File: src/rtl/mem_arbiter_if.sv
// Shared access-size type and the tinymemif single-port memory interface
// used by mem_arbiter (read path is combinational within the cycle).
package mem_arbiter_pkg;
   typedef enum logic [1:0] {
      SIZE_BYTE = 2'd0,
      SIZE_HALF = 2'd1,
      SIZE_WORD = 2'd2
   } mem_access_size_t;
endpackage

interface tinymemif;
   import mem_arbiter_pkg::*;

   logic [31:0]      rd_addr;
   logic [31:0]      rd_data;
   mem_access_size_t rd_size;
   logic [31:0]      wr_addr;
   logic [31:0]      wr_data;
   mem_access_size_t wr_size;
   logic             wr_enable;

   modport mem (
      output rd_addr, rd_size, wr_addr, wr_data, wr_size, wr_enable,
      input  rd_data
   );

   modport slave (
      input  rd_addr, rd_size, wr_addr, wr_data, wr_size, wr_enable,
      output rd_data
   );
endinterface

File: src/rtl/mem_arbiter.sv
// Two-port (0 = fetch, 1 = data) arbiter onto one tinymemif memory, one access
// in flight. Define MEM_ARBITER_RR_EN for round-robin ties; default: port 1 wins ties.
module mem_arbiter
   import mem_arbiter_pkg::*;
(
   input  logic                    clk,
   input  logic                    reset,
   input  logic [1:0]              req_valid,
   output logic [1:0]              req_ready,
   input  logic [1:0][31:0]        req_addr,
   input  logic [1:0][31:0]        req_wdata,
   input  mem_access_size_t [1:0]  req_size,
   input  logic [1:0]              req_we,
   output logic [1:0]              resp_valid,
   input  logic [1:0]              resp_ready,
   output logic [1:0][31:0]        resp_data,
   tinymemif.mem                   mem
);

   typedef enum logic [1:0] {
      IDLE  = 2'd0,
      ISSUE = 2'd1,
      RESP  = 2'd2
   } state_t;

   state_t           state;
   logic [31:0]      lat_addr;
   logic [31:0]      lat_wdata;
   mem_access_size_t lat_size;
   logic             lat_we;
   logic             owner;
   logic [31:0]      resp_q;
`ifdef MEM_ARBITER_RR_EN
   logic             last_grant;
`endif

   logic grant_any;
   logic grant_port;
   logic accept;
   logic issuing;

   // NOTE: every output of an always_comb gets a default on entry; a path that
   // leaves one unassigned would infer a latch.
   always_comb begin
      grant_any  = 1'b0;
      grant_port = 1'b0;
      case (req_valid)
         2'b01: begin
            grant_any  = 1'b1;
            grant_port = 1'b0;
         end
         2'b10: begin
            grant_any  = 1'b1;
            grant_port = 1'b1;
         end
         2'b11: begin
            grant_any  = 1'b1;
`ifdef MEM_ARBITER_RR_EN
            grant_port = ~last_grant;
`else
            grant_port = 1'b1;
`endif
         end
         default: ;
      endcase
   end

   assign accept    = (state == IDLE) && grant_any;
   assign req_ready = accept ? (2'b01 << grant_port) : 2'b00;

   // NOTE: state registers use non-blocking assignments so every flop samples
   // pre-edge values, independent of statement order.
   always_ff @(posedge clk) begin
      if (reset) begin
         // NOTE: only the handful of control/datapath registers are reset here;
         // there is no memory array in this block to clear.
         state     <= IDLE;
         lat_addr  <= 32'd0;
         lat_wdata <= 32'd0;
         lat_size  <= SIZE_BYTE;
         lat_we    <= 1'b0;
         owner     <= 1'b0;
         resp_q    <= 32'd0;
`ifdef MEM_ARBITER_RR_EN
         last_grant <= 1'b1;
`endif
      end else begin
         case (state)
            IDLE: begin
               if (accept) begin
                  lat_addr  <= req_addr[grant_port];
                  lat_wdata <= req_wdata[grant_port];
                  lat_size  <= req_size[grant_port];
                  lat_we    <= req_we[grant_port];
                  owner     <= grant_port;
`ifdef MEM_ARBITER_RR_EN
                  last_grant <= grant_port;
`endif
                  state     <= ISSUE;
               end
            end
            ISSUE: begin
               resp_q <= lat_we ? 32'd0 : mem.rd_data;
               state  <= RESP;
            end
            RESP: begin
               // A ready from the port that does not own the response is ignored.
               if (resp_ready[owner]) state <= IDLE;
            end
            default: state <= IDLE;
         endcase
      end
   end

   assign issuing = (state == ISSUE);

   // The write strobe is gated by reset so an aborted access never commits.
   assign mem.rd_addr   = issuing ? lat_addr  : 32'd0;
   assign mem.wr_addr   = issuing ? lat_addr  : 32'd0;
   assign mem.wr_data   = issuing ? lat_wdata : 32'd0;
   assign mem.rd_size   = lat_size;
   assign mem.wr_size   = lat_size;
   assign mem.wr_enable = issuing & lat_we & ~reset;

   assign resp_valid = (state == RESP) ? (2'b01 << owner) : 2'b00;
   assign resp_data  = {resp_q, resp_q};

endmodule
File: src/flat_wrapper.sv
// flat-port wrapper written by rule: the top's interface ports become plain ports
module mem_arbiter_flat import mem_arbiter_pkg::*;
  (clk, reset, req_valid, req_ready, req_addr, req_wdata, req_size, req_we, resp_valid, resp_ready, resp_data, mem_rd_addr, mem_rd_size, mem_wr_addr, mem_wr_data, mem_wr_size, mem_wr_enable, mem_rd_data);
  tinymemif mem_i ();
  input  logic clk;
  input  logic reset;
  input  logic [1:0] req_valid;
  output logic [1:0] req_ready;
  input  logic [1:0][31:0] req_addr;
  input  logic [1:0][31:0] req_wdata;
  input  mem_access_size_t [1:0] req_size;
  input  logic [1:0] req_we;
  output logic [1:0] resp_valid;
  input  logic [1:0] resp_ready;
  output logic [1:0][31:0] resp_data;
  output wire logic [$bits(mem_i.rd_addr)-1:0] mem_rd_addr;
  output wire logic [$bits(mem_i.rd_size)-1:0] mem_rd_size;
  output wire logic [$bits(mem_i.wr_addr)-1:0] mem_wr_addr;
  output wire logic [$bits(mem_i.wr_data)-1:0] mem_wr_data;
  output wire logic [$bits(mem_i.wr_size)-1:0] mem_wr_size;
  output wire logic [$bits(mem_i.wr_enable)-1:0] mem_wr_enable;
  input wire logic [$bits(mem_i.rd_data)-1:0] mem_rd_data;
  assign mem_rd_addr = mem_i.rd_addr;
  assign mem_rd_size = mem_i.rd_size;
  assign mem_wr_addr = mem_i.wr_addr;
  assign mem_wr_data = mem_i.wr_data;
  assign mem_wr_size = mem_i.wr_size;
  assign mem_wr_enable = mem_i.wr_enable;
  assign mem_i.rd_data = mem_rd_data;
  mem_arbiter u_core (.clk(clk), .reset(reset), .req_valid(req_valid), .req_ready(req_ready), .req_addr(req_addr), .req_wdata(req_wdata), .req_size(req_size), .req_we(req_we), .resp_valid(resp_valid), .resp_ready(resp_ready), .resp_data(resp_data), .mem(mem_i));
endmodule
File: config.mk
export PLATFORM = sky130hd
export DESIGN_NAME = mem_arbiter_flat
export DESIGN_NICKNAME = d
export VERILOG_FILES = /design/src/rtl/mem_arbiter_if.sv /design/src/rtl/mem_arbiter.sv /design/src/flat_wrapper.sv
export SDC_FILE = /design/constraint.sdc
export NUM_CORES = 1
export LEC_CHECK = 0
export ABC_AREA = 1
export CAP_MARGIN = 25
export CELL_PAD_IN_SITES_DETAIL_PLACEMENT = 1
export CELL_PAD_IN_SITES_GLOBAL_PLACEMENT = 1
export CORE_MARGIN = 2
export CORE_UTILIZATION = 26
export CTS_BUF_LIST = sky130_fd_sc_hd__clkbuf_4 sky130_fd_sc_hd__clkbuf_8 sky130_fd_sc_hd__clkbuf_16
export DETAILED_ROUTE_END_ITERATION = 7
export GPL_ROUTABILITY_DRIVEN = 1
export PLACE_DENSITY_LB_ADDON = 0.1
export SYNTH_ARGS = -nofsm -noshare
export SYNTH_HDL_FRONTEND = slang
export SYNTH_SLANG_ARGS = --single-unit
export TNS_END_PERCENT = 1
File: constraint.sdc
create_clock -name clk -period 3.4 [get_ports clk]
set_input_delay 0.85 -clock clk [delete_from_list [all_inputs] [get_ports clk]]
set_output_delay 0.85 -clock clk [all_outputs]
set_load 0.005 [all_outputs]
After elaboration in Yosys (flattened, before gate mapping). Index checks and enable logic that the tools add are counted.

Div/mod/pow operators: 0. Order comparisons: 2. Muxes and demuxes: 20. Bitwise operators: 3. Equal/unequal tests: 7. Shifts and indexed selects: 2. Add/sub/neg operators: 0. Reductions and logical operators: 6. Multipliers: 0.

Operators with widths (number): $mux 32 (7); $mux 2 (6); $eq 2x2->1 const B (3); $mux 1 (6); $pmux 2 s3 (1); $eq 2x1->1 const B (2); $lt 1x2->1 const B (2); $ne 2x1->1 const B (2); $reduce_and 2->1 (2); $shl 1x1->2 const A (2); $reduce_or 3->1 (1); $and 1x1->1 (2); $logic_not 2->1 (1); $reduce_or 2->1 (1); $logic_and 1x1->1 (1); $not 1->1 (1).

Word-level logic and storage cells: 47. Latch bits: 0. Register bits after elaboration: 102. Output and inout bits: 169. ROM bits: 0. Memories kept: 0. Memory bits (writable): 0.

Logic depth before layout (Yosys ltp).
Depth in word-level cells: 6. Mapped depth: 8. Mapped depth without buffers: 5.

Least setup slack after synthesis. OpenSTA, ideal clock, no wires.

Path kind: input to output. Start point: input req_valid[1]. End point: output req_ready[0]. Stages on the path: 7. Path slack: 946 ps. Data arrival time: 1604 ps. Required time: 2550 ps. Cell sequence: buf_2 > nor2_1 > nor2_4 > buf_4 > buf_6 > nand2_1 > inv_1.

Cells in the longest elaborated chain, start to end: 5.

Ends and longest elaborated chain: from (decl) (line flat_wrapper.sv:7) `input logic [1:0] req_valid;`; $eq 2x2->1 or $eq 2x1->1 (tied branches) (line mem_arbiter.sv:47) `case (req_valid)`; $reduce_or 2->1 (no source line) or $reduce_or 3->1 (tied branches); $mux 1 (line mem_arbiter.sv:47); $shl 1x1->2 or $logic_and 1x1->1 (tied branches) (line mem_arbiter.sv:69, mem_arbiter.sv:68); $mux 2 (*) (line mem_arbiter.sv:69) `assign req_ready = accept ? (2'b01 << grant_port) : 2'b00;`; to (decl) (line flat_wrapper.sv:8) `output logic [1:0] req_ready;`.

Every way passes the cells marked *; elsewhere a longest branch is shown, timed or not.

Final worst setup path.
Start point: register u_core.state[0]. End point: output mem_rd_addr[30].

Cells in the longest elaborated chain, start to end: 2.

Ends and longest elaborated chain: from (decl) (line mem_arbiter.sv:26) `state_t state;`; from (signal assigned) (line mem_arbiter.sv:77) `state <= IDLE;`; from (signal assigned) (line mem_arbiter.sv:99) `state <= ISSUE;`; from (signal assigned) (line mem_arbiter.sv:104) `state <= RESP;`; $eq 2x1->1 (line mem_arbiter.sv:115) `assign issuing = (state == ISSUE);`; $mux 32 (line mem_arbiter.sv:118) `assign mem.rd_addr = issuing ? lat_addr : 32'd0;`; to (decl) (line flat_wrapper.sv:16) `output wire logic [$bits(mem_i.rd_addr)-1:0] mem_rd_addr;`.

No other way between the ends.

==> metrics.txt <==
endpoints failing setup=0; PD cells=381 mW/mm^2; Yosys cell types=15; Synth area leader=dfxtp_1; hold endpoint=u_core.lat_wdata[1]; crit path max-delay cell type=clkdlybuf4s50_1; Hold Path Origin=u_core.lat_wdata[1]; prevailing post-synth register cell=dfxtp_1; CP startpoint kind=flip-flop; normalized max-slew margin=0.476; CP endpoint kind=primary output; Post-Synthesis Net Count=1052; clock buffer depth=2; Slew Viols, Final=0; initial antenna violation count=1; CTS tree=done; fin crit period=3070 ps; die area=0.0222 sq mm; H-tree lvl count=3; Final ANT Viol Nets=0; Place WS=435 ps; DRC viols=0; Mapped Cells=880; IO buf count=340; Post-synth EDFFs=0; first-pass GRT wire length=32.1 mm; drt via density=4.30; Final nets=1292; total CTS buffers=9; mapped cell area=0.00548 sq mm; quantity of hold-fixing buffers added after cts=0; worst min-delay path category=flip-flop to flip-flop; Root Driver=clkbuf_16; Pre-antenna DRT Iters=5; largest family of logic cells by synthesized area=simple AND/OR/NAND/NOR gates; Hold Crit Depth=2; Worst R2R Start=u_core.state[0]; vias in the first global route=5831; unrepaired setup endpoints after global routing=no; post-synthesis compound-gate area fraction=0.0923; share of the synthesized area in the top cell type=0.373; most frequent cell after synthesis=nand2_1; largest net degree at the start of global routing=68; Synth Area per Inst=6.22 sq um; status=complete, no violations; layout cell share with drive strength beyond 1=0.0302; Req. time, crit path=2550 ps; Pleak=3.53 nW; max_cap viols=0; clock latency on the worst-skew pair=350 ps; Critical Path AT=2220 ps; Std-Cell Core Area=0.0208 sq mm; Post-CTS Resized=0; adder-cell share of the synthesized area=0; Tcrit/Tclk final=0.902; Die Wd=149 um; fraction of registers with async set/reset=0; CP Class=flip-flop to primary output; Synth Area in Simple Gates=0.341; vias=6024; Reg2Reg Setup Slack=1700 ps; clk slew on worst S/H paths=70 ps; io pins=341; filler cell count=2677; number of core rows=53; area grow syn2layout=62.0%; Least-Margin Pin Slew=785 ps; FF+latch count, synth=102; Reg2Reg Depth=6; Clock Skew=13.5 ps; cell family with the largest share of critical-path delay=buffers and inverters; Post-CTS Setup Inserts=0; CP max FO=32; post-synthesis mux area share=0; Max IR drop VDD=0.206 mV; clk sinks=102; fmax=0.326 GHz; Initial Utilization=0.263; DR WL/cell=15.0 um; largest stage delay on the critical path=540 ps; GRT Util Overall=0.184; dpl hpwl=15.1 mm; Placer Congestion=0.740; final setup margin=332 ps; 1st-iter DRT viols=199; synth cell count leaders=nand2_1, dfxtp_1, a21oi_1; Fin. Hold Viols=0; synth top area cells=dfxtp_1, nand2_1, buf_4, a21oi_1, inv_1; worst-path cell chain=inv_1 > nor2_4 > clkinv_2 > buf_4 > nor2_1 > clkdlybuf4s50_1; Seq/Total Area, Yosys=0.373; die extent in y=149 um; CP Buf/Inv Count=4; remaining global-route overflow=0; xor and xnor area share after synthesis=0; reg2reg end=u_core.lat_wdata[20]; Routed WL=21.0 mm; setup TNS=0 ps; YS warnings=0
cell usage in the layout (no fill, tap or decap):
cell             synthesis  routed
buf_2                   26       1
nand2_2                  1       1
clkinv_2                 0       1
nor2_4                   2       2
inv_8                    0       1
a21oi_1                101     101
clkinv_4                 0       2
bufinv_16                0       2
diode_2                  0       1
inv_6                    0       1
nand3_1                 33      33
nor3_1                   1       1
nand2_1                374     374
clkinvlp_4               0       1
dfxtp_1                102     102
inv_2                    2       1
nor2_1                  70      70
clkdlybuf4s50_1          0     338
buf_12                   0       2
clkbuf_16                0       9
inv_1                   72      72
buf_4                   71      10
worst max-delay path by stage:
stage | end | start | slack (ps) | cells after the start
floorplan | req_ready[0] | req_valid[1] | 950 | 7
global placement | req_ready[0] | req_valid[0] | 410 | 6
detailed placement | req_ready[0] | req_valid[0] | 440 | 6
CTS | mem_rd_addr[30] | u_core.state[0] | 260 | 6
global route | mem_rd_addr[30] | u_core.state[0] | 110 | 6
finish | mem_rd_addr[30] | u_core.state[0] | 330 | 6
state kept, by name (all words and copies together) (netlist names):
register	count
u_core.mem.rd_size	2
u_core.resp_q	32
u_core.lat_addr	32
u_core.owner	1
u_core.lat_wdata	32
u_core.state	2
u_core.lat_we	1
stage by stage:
stage / total power [mW] / cells / hold slack, ps / instance area [sq um] / util
3_5_place_dp: 2.26 / 1384 / 456 / 8540 / 0.410
2_1_floorplan: 1.81 / 880 / 443 / 5480 / -
6_report: 3.38 / 1401 / 465 / 8870 / 0.426
3_3_place_gp: 2.25 / 1384 / 452 / 8540 / 0.410
5_1_grt: 3.58 / 1400 / 491 / 8870 / 0.426
4_1_cts: 3.44 / 1400 / 468 / 8870 / 0.426
report_power, final:
part,total [mW],internal (mW),leakage [nW],switching [mW]
clock network,1.16,0.657,0.158,0.508
registers,1.35,1.29,0.837,0.0576
logic,0.862,0.458,2.53,0.404
total,3.38,2.41,3.53,0.969
worst reg2reg max path, cell delays in order, from the launching register on:
cell and delay (ps):
dfxtp_1 320, inv_1 110, nand2_1 150, nor2_4 110
buf_4 600, nand2_1 200, a21oi_1 150
routing by layer:
metal  routed length (um)  GRT usage
met2                10100      0.309
met1                 8900      0.231
met3                 1540     0.0450
met4                  473     0.0614
met5                    0          0
cell type report:
| class | count | area, sq um | share of cell area |
|---|---|---|---|
| clock inverter | 7 | 105 | 0.0118 |
| antenna | 1 | 2.50 | 0.000282 |
| clock buffer | 9 | 225 | 0.0254 |
| tap | 275 | 344 | 0.0388 |
| sequential | 102 | 2040 | 0.230 |
| inverter | 74 | 279 | 0.0314 |
| multi-input combinational | 582 | 2370 | 0.267 |
| timing repair buffer | 351 | 3500 | 0.395 |
kinds of logic (layout without fill, tap and decap cells):
kind of cell	Yosys count	in the layout
and+or+nand+nor	481	481
buffers and inverters	196	441
other	0	1
AOI/OAI and AO/OA	101	101
DFF	102	102
Note: power is estimated with default switching activity, not from simulation.
==> edit (same settings) <==
Build with the macro `MEM_ARBITER_RR_EN` defined.
--- a/src/rtl/mem_arbiter.sv
+++ b/src/rtl/mem_arbiter.sv
@@ -1,5 +1,7 @@
 // Two-port (0 = fetch, 1 = data) arbiter onto one tinymemif memory, one access
 // in flight. Define MEM_ARBITER_RR_EN for round-robin ties; default: port 1 wins ties.
+`define MEM_ARBITER_RR_EN
+
 module mem_arbiter
    import mem_arbiter_pkg::*;
 (
Check against the original RTL: not equivalent (Yosys sat finds a counterexample within 4 cycles, from zero or initial values and one cycle with reset high).
==> edit against the unedited design <==
- sequential cell count grew 1
- power shrank 0.46%
- design area grew 0.83%
- die area grew 2.0%
- worst setup slack gained 0.00090 ns
- area after synthesis grew 2.1%
- wire length grew 4.9%
- first-iteration DRC count grew 3.0%
==> edit: results (changes against the unedited design) <==
Rel. slew slack: 45.8% (-1.9 points)
Share of post-route cells with drive strength above 1: 3.37% (+0.35 points)
Prevailing post-synth register cell: dfxtp_1
Fin Clk Skew: 0.0133 ns (-0.000241 ns)
Placed Cells: 1387 (+0.22%)
Met1 Use GR: 22.4% (-0.66 points)
Top delay family on crit path: buffers and inverters
Via density: 4.49 (+4.4%)
Final net count: 1295 (+0.23%)
Main area contributors after synthesis: dfxtp_1, nand2_1, buf_4
Place WS: 0.328 ns (-0.107 ns)
Hold Crit Class: flop to flop
CP Max Fanout: 42 (+31%)
Clock Tree Root: clkbuf_16
Crit path arrival time: 2.22 ns (about the same)
Drt wl/cell: 15.7 um (+4.7%)
Via Count: 6297 (+4.5%)
Max incr delay on CP: 0.54 ns (about the same)
Met3 Use GR: 4.85% (+0.35 points)
Period minus WS final: 3.07 ns (-0.000904 ns)
DRT iter0 DRCs: 205 (+3.0%)
Largest net degree at the start of global routing: 72 (+5.9%)
Reg2reg setup slack: 1.43 ns (-0.27 ns)
Filler cells: 2695 (+0.67%)
Top post-synthesis cells by count: nand2_1, dfxtp_1, nand3_1
Final Wtd Congestion: 0.761 (+2.8%)
Largest regs: u_core.lat_addr: 32 flops, u_core.lat_wdata: 32 flops, u_core.resp_q: 32 flops
Final hold slack: 0.466 ns (+0.00111 ns)
Leak: 3.52 nW (-0.24%)
Internal power: 2.31 mW (-4.2%)
Net Count, Synth: 1059 (+0.67%)
Placed cell areas: 0.00866 mm2 (+1.4%)
Met2 usage in global routing: 32.2% (+1.3 points)
Diodes inserted: 0 (-1)
Number of global-route vias before repair: 6044 (+3.7%)
Post-synthesis sequential area ratio: 36.9% (-0.40 points)
Status: finished clean
Mapped Cells: 887 (+0.80%)
Detailed placer's ending HPWL: 15600 um (+3.1%)
First-pass GRT wire length: 33000 um (+2.6%)
Drt first pass iters: 4 (-1)
Worst vdd ir: 0.209 mV (+1.5%)
Total track usage: 18.7% (+0.29 points)
==> edit: cell type report <==
| cell class | count | area (um2) | area share [%] |
|---|---|---|---|
| Timing Repair Buffer | 354 | 3510 | 39.3 |
| Multi-Input combinational cell | 582 | 2470 | 27.6 |
| Sequential cell | 103 | 2060 | 23.0 |
| Tap cell | 275 | 344 | 3.85 |
| Inverter | 73 | 274 | 3.06 |
| Clock buffer | 9 | 225 | 2.52 |
| Clock inverter | 7 | 61.3 | 0.685 |
==> edit: logic make-up after synthesis <==
logic type             Yosys count  share of synthesized area, %
and+or+nand+nor                481                          34.6
buffers and inverters          202                          19.2
DFF                            103                          36.9
AOI/OAI and AO/OA              101                          9.24
==> edit: metal layers <==
layer  share of wire [%]  vias to the layer above
li1                    -                     3151
met1                  41                     2909
met2                  49                      204
met3                 7.3                       31
met4                 2.5                        2
met5               0.068                        -
==> edit: power groups by stage <==
| stage | Clock (mW) | Combinational [mW] | Sequential, mW |
|---|---|---|---|
| 6_report | 1.04 | 0.946 | 1.37 |
| 3_5_place_dp | 0 | 0.964 | 1.40 |
| 2_1_floorplan | 0 | 0.498 | 1.39 |
| 3_3_place_gp | 0 | 0.956 | 1.40 |
| 4_1_cts | 1.09 | 0.968 | 1.37 |
| 5_1_grt | 1.14 | 1.06 | 1.39 |
==> edit: final timing paths <==
path / startpoint / endpoint / cells after the start
max reg2reg: u_core.state[0]$_SDFFE_PP0P_ / u_core.lat_addr[8]$_SDFFE_PP0P_ / 7
min reg2reg: u_core.lat_addr[2]$_SDFFE_PP0P_ / u_core.lat_addr[2]$_SDFFE_PP0P_ / 2
max: u_core.state[0]$_SDFFE_PP0P_ / mem_rd_addr[19] / 4
min: u_core.lat_addr[2]$_SDFFE_PP0P_ / u_core.lat_addr[2]$_SDFFE_PP0P_ / 2
